**src/rtl/or1200_rfram_generic.sv**
```systemverilog
// ---------------------------------------------------------------------------
// or1200_rfram_generic
//
// Flip-flop based register file with two independent read ports (A, B) and
// one write port (W). Each read port latches its address on a clock edge
// when its enable is high. The read data is then driven combinationally from
// storage, so a write to the latched location shows up right after the
// write edge. Register 0 is hardwired to read as zero. Writes to it are
// accepted and dropped.
//
// Ports:
//   clk     - single clock, all state changes on the rising edge
//   rst     - synchronous active-high reset; clears storage and both
//             latched read addresses
//   ce_a    - read port A enable, latches addr_a
//   addr_a  - read port A address
//   do_a    - read port A data
//   ce_b    - read port B enable, latches addr_b
//   addr_b  - read port B address
//   do_b    - read port B data
//   ce_w    - write port enable
//   we_w    - write strobe; a write happens only when ce_w and we_w are 1
//   addr_w  - write address
//   di_w    - write data
// ---------------------------------------------------------------------------
module or1200_rfram_generic #(
   parameter int dw = 32,
   parameter int aw = 5
) (
   input  logic          clk,
   input  logic          rst,
   input  logic          ce_a,
   input  logic [aw-1:0] addr_a,
   output logic [dw-1:0] do_a,
   input  logic          ce_b,
   input  logic [aw-1:0] addr_b,
   output logic [dw-1:0] do_b,
   input  logic          ce_w,
   input  logic          we_w,
   input  logic [aw-1:0] addr_w,
   input  logic [dw-1:0] di_w
);

   localparam int NREGS = 1 << aw;

   logic [dw-1:0] mem [NREGS];
   logic [aw-1:0] addr_a_q;
   logic [aw-1:0] addr_b_q;

   // Storage array. Reset wins over a write on the same edge.
   // Location 0 is never written, so after reset it stays zero. Both read
   // ports can then index the array directly without a special zero mux.
   always_ff @(posedge clk) begin
      if (rst) begin
         for (int i = 0; i < NREGS; i++) begin
            mem[i] <= '0;
         end
      end else if (ce_w && we_w && (addr_w != '0)) begin
         mem[addr_w] <= di_w;
      end
   end

   // Latched read addresses. Each one holds its value while its enable
   // is low, so the output keeps tracking the same location.
   always_ff @(posedge clk) begin
      if (rst) begin
         addr_a_q <= '0;
         addr_b_q <= '0;
      end else begin
         if (ce_a) begin
            addr_a_q <= addr_a;
         end
         if (ce_b) begin
            addr_b_q <= addr_b;
         end
      end
   end

   // Read data comes straight from storage. Because of this, a write
   // to a latched location is visible right after its edge. This also
   // holds when the address is latched on that same edge.
   assign do_a = mem[addr_a_q];
   assign do_b = mem[addr_b_q];

endmodule

```
**config.mk**
```make
export PLATFORM = sky130hd
export DESIGN_NAME = or1200_rfram_generic
export DESIGN_NICKNAME = d
export VERILOG_FILES = /design/src/rtl/or1200_rfram_generic.sv
export SDC_FILE = /design/constraint.sdc
export NUM_CORES = 2
export LEC_CHECK = 0
export ABC_AREA = 1
export ABC_CLOCK_PERIOD_IN_PS = 3850
export BUFFER_PORTS_ARGS = -buffer_cell sky130_fd_sc_hd__buf_2
export CELL_PAD_IN_SITES_DETAIL_PLACEMENT = 0
export CELL_PAD_IN_SITES_GLOBAL_PLACEMENT = 2
export CORE_MARGIN = 2
export CORE_UTILIZATION = 43
export CTS_BUF_LIST = sky130_fd_sc_hd__clkbuf_2 sky130_fd_sc_hd__clkbuf_4 sky130_fd_sc_hd__clkbuf_8
export DETAILED_ROUTE_END_ITERATION = 12
export PLACE_DENSITY = 0.91
export SYNTH_ARGS = -nofsm -noshare
export SYNTH_HDL_FRONTEND = slang
export SYNTH_SLANG_ARGS = --single-unit
```
**constraint.sdc**
```tcl
create_clock -name clk -period 3.85 [get_ports clk]
set_input_delay 0.5775 -clock clk [delete_from_list [all_inputs] [get_ports clk]]
set_output_delay 0.5775 -clock clk [all_outputs]
set_load 0.03 [all_outputs]
```
==> flow_metrics.py <==
metrics = {
    "routing": {
        "vias": 53600,
        "ant_nets": 0,
        "drc": 0,
        "dr.pass1.iters": 6,
        "totalWireLength_um": 251000,
        "wl_per_cell_um": 27.6,
        "drt_iter0_drc": 7337,
        "viasPerCell": 5.89,
    },
    "layout": {
        "drive_above_1_share_pct": 9.99,
        "syn_to_final_growth_pct": 12.2,
        "design_area_um2": 63800,
        "finalNonFillerCells": 9097,
        "nets": 7251,
    },
    "setup_path": {
        "crit_path_top_delay_cell": "buf_4",
        "reg2reg_depth": 3,
        "slowest_delay_ps": 610,
        "path_buf_inv": 2,
        "worstPathCellList": "buf_4 -> nand3_1 -> nand3_1 -> nand2_1 -> nand2_1 -> nand2_1 -> nand2_1 -> nand2_1 -> buf_2",
        "arrival_ps": 3200,
        "cp_top_family": "simple AND/OR/NAND/NOR gates",
        "worstSetupPathType": "reg2out",
        "reg2reg_to": "addr_a_q[2]",
        "cp.required_ps": 3270,
        "start_kind": "register",
        "crit_top_cell": "nand2_1",
        "timing.rr.start": "addr_a_q[2]",
        "cp_max_fo": 44,
        "cp-end-kind": "output pin",
        "regToRegSetupSlack_ps": 2670,
    },
    "floorplanning": {
        "core_area_um2": 131000,
        "row_count": 133,
        "initial_core_util_pct": 43.3,
        "fp.dieH_um": 368,
        "dieArea_um2": 135000,
        "die_x_um": 368,
        "pin_count": 117,
    },
    "placed_design": {
        "post_dp_cell_area_um2": 59500,
        "post-dp-hpwl_um": 133000,
        "port_buffers": 116,
        "place_congestion": 0.864,
        "dp_cells": 8734,
    },
    "min_path": {
        "hp-start": "rst",
        "min_path_cells": 4,
        "hp-class": "in2reg",
        "worstHoldEndpoint": "addr_a_q[1]",
    },
    "global_routing": {
        "grtUsageTotal_pct": 36.1,
        "grt_pass1_vias": 50700,
        "grt_antenna_before_repair": 8,
        "grt_pass1_wl_um": 355000,
        "grt_max_degree": 139,
        "grt_overflow_total": 0,
    },
    "synth": {
        "ys_seq_elements": 1044,
        "syn_area_per_cell_um2": 7.85,
        "async_flop_share_pct": 0,
        "synth-edff-count": 1024,
        "synth.largest_area_cell": "edfxtp_1",
        "synth_xor_xnor_area_share_pct": 0,
        "synth_most_common_cell": "nand2_1",
        "synth_top_cells_by_area": "edfxtp_1 54%, nand2_1 19%, nand3_1 14%, nor2_1 6.7%, clkbuf_1 2.7%",
        "synth_warnings": 0,
        "synth_cells": 7243,
        "synth_fa_ha_area_share_pct": 0,
        "synth_ff_type": "edfxtp_1",
        "yosys-mux-area-fraction_pct": 0,
        "yosysTopAreaCellShare_pct": 54.1,
        "yosysSeqAreaShare_pct": 54.8,
        "syn_area_um2": 56900,
        "synthSimpleGateAreaFrac_pct": 39.8,
        "synth_top_family_by_area": "simple AND/OR/NAND/NOR gates",
        "synth.distinct_cells": 16,
        "synth-compound-area-share_pct": 0.0968,
        "synth_common_cells": "2,945 x nand2_1, 1,536 x nand3_1, 1,024 x edfxtp_1",
    },
    "clock_network": {
        "cts_tree": "yes",
        "cts_max_level": 4,
        "clockBufferDepth": 3,
        "numCtsBuffers": 187,
        "clock_latency_ps": 950,
        "path_clk_slew_ps": 60,
        "root_buffer": "clkbuf_8",
        "clkSinkCount": 1044,
    },
    "timing": {
        "final-hold-violation-count": 0,
        "drv_slew": 0,
        "period_share_pct": 98.1,
        "period_needed_ps": 3780,
        "skew_ps": 30.9,
        "slew_headroom_pct": 15.1,
        "fmax_mhz": 265,
        "rsz0062_at_grt": "yes",
        "setup_viol": 0,
        "tightest_slew_ps": 1270,
    },
    "run": {
        "maxCapViolations": 0,
    },
    "pwr": {
        "ir_drop_v": 0.000424,
        "powerDensity_nw_per_um2": 460,
        "p_leak_nw": 27.0,
        "total_power_mw": 29.3,
    },
    "outcome": {
        "status": "completed",
    },
}
==> through the flow <==
stage | TNS [ps] | setup WS (ps) | hold WS [ps] | utilization, %
after global routing | -4.12 | -4.12 | 238 | 48.6
after CTS | 0 | 0.471 | 126 | 48.3
after detailed placement | 0 | 852 | 498 | 45.3
after floorplan | 0 | 1190 | 466 | -
final | 0 | 72.7 | 215 | 48.6
after global placement | 0 | 868 | 484 | 45.3
==> cells in the final DEF, fill, tap and decap left out <==
cell type,synthesis,layout
dfxtp_4,0,8
nor2_1,1015,1015
buf_16,0,9
inv_1,47,40
buf_12,0,52
dlygate4sd3_1,0,14
dfxtp_1,20,10
nor3_1,7,7
clkbuf_16,0,5
inv_8,0,1
dfxtp_2,0,2
clkinv_16,0,2
buf_2,89,116
o21ai_0,11,11
conb_1,1,32
buf_8,0,1
clkbuf_4,0,59
buf_6,48,4
diode_2,0,2
inv_16,0,1
inv_6,0,3
clkbuf_8,0,193
inv_12,0,2
nor3_2,2,2
clkinv_1,0,40
nand3_2,1,1
edfxtp_1,1024,1024
nand2_1,2945,2878
nand2_2,0,67
bufinv_16,0,9
buf_4,0,164
inv_4,0,2
inv_2,4,2
clkinv_2,0,21
clkinvlp_4,0,7
nand3_1,1536,1536
==> report_power, final <==
group / leakage, nW / internal (mW) / total, mW / switching, mW
registers: 9.91 / 13.1 / 13.4 / 0.338
logic: 15.1 / 1.34 / 5.14 / 3.81
clock network: 1.94 / 5.80 / 10.8 / 4.98
total: 27.0 / 20.2 / 29.3 / 9.12
==> worst max path at each step <==
stage | cells past startpoint | slack (ps) | start | to
floorplan | 7 | 1190 | ce_w | mem[11][0]
global placement | 9 | 870 | register | do_b[18]
detailed placement | 9 | 850 | register | do_b[18]
CTS | 10 | 0.5 | register | do_a[25]
global route | 9 | -4 | register | do_a[22]
finish | 9 | 70 | register | do_a[24]
==> cell type report <==
cell class                      count  area [µm²]
Tap cell                         1755        2200
Inverter                           51         298
Multi-Input combinational cell   5549       23000
Sequential cell                  1044       31200
Fill cell                       12700       67500
Timing Repair Buffer              365        3430
Clock buffer                      252        3100
Clock inverter                     79         601
Antenna cell                        2        5.00
==> tightest hold or removal path, cell delays in order <==
cell and delay, ps:
buf_2 110, clkinv_1 160, o21ai_0 120, nor2_1 110
==> logic make-up after synthesis <==
family          Yosys count
simple gates           5506
flops                  1044
buf+inv                 681
compound gates           11
other cells               1
==> flip-flops by register name (all words and copies together) (netlist names), named ones only <==
signal	flops
addr_a_q	5
addr_b_q	5
mem	1024
==> per-layer routing <==
layer	vias to the layer above	wire length [µm]	GRT usage, %
li1	23700	-	-
met5	-	24	0.0356
met1	25500	96300	47.5
met3	797	28600	7.97
met4	4	15600	20.0
met2	3550	110000	55.3
==> what timing repair did <==
| action | in CTS | in global routing |
|---|---|---|
| setup endpoints to repair | 37 | 42 |
| gates cloned | 0 | 5 |
| pin swaps | 0 | 0 |
| setup buffers | 2 | 9 |
| hold buffers | 14 | 0 |
| hold endpoints to repair | 20 | 0 |
| gates resized for setup | 14 | 18 |
No activity file was read; power rests on OpenSTA's default activity.
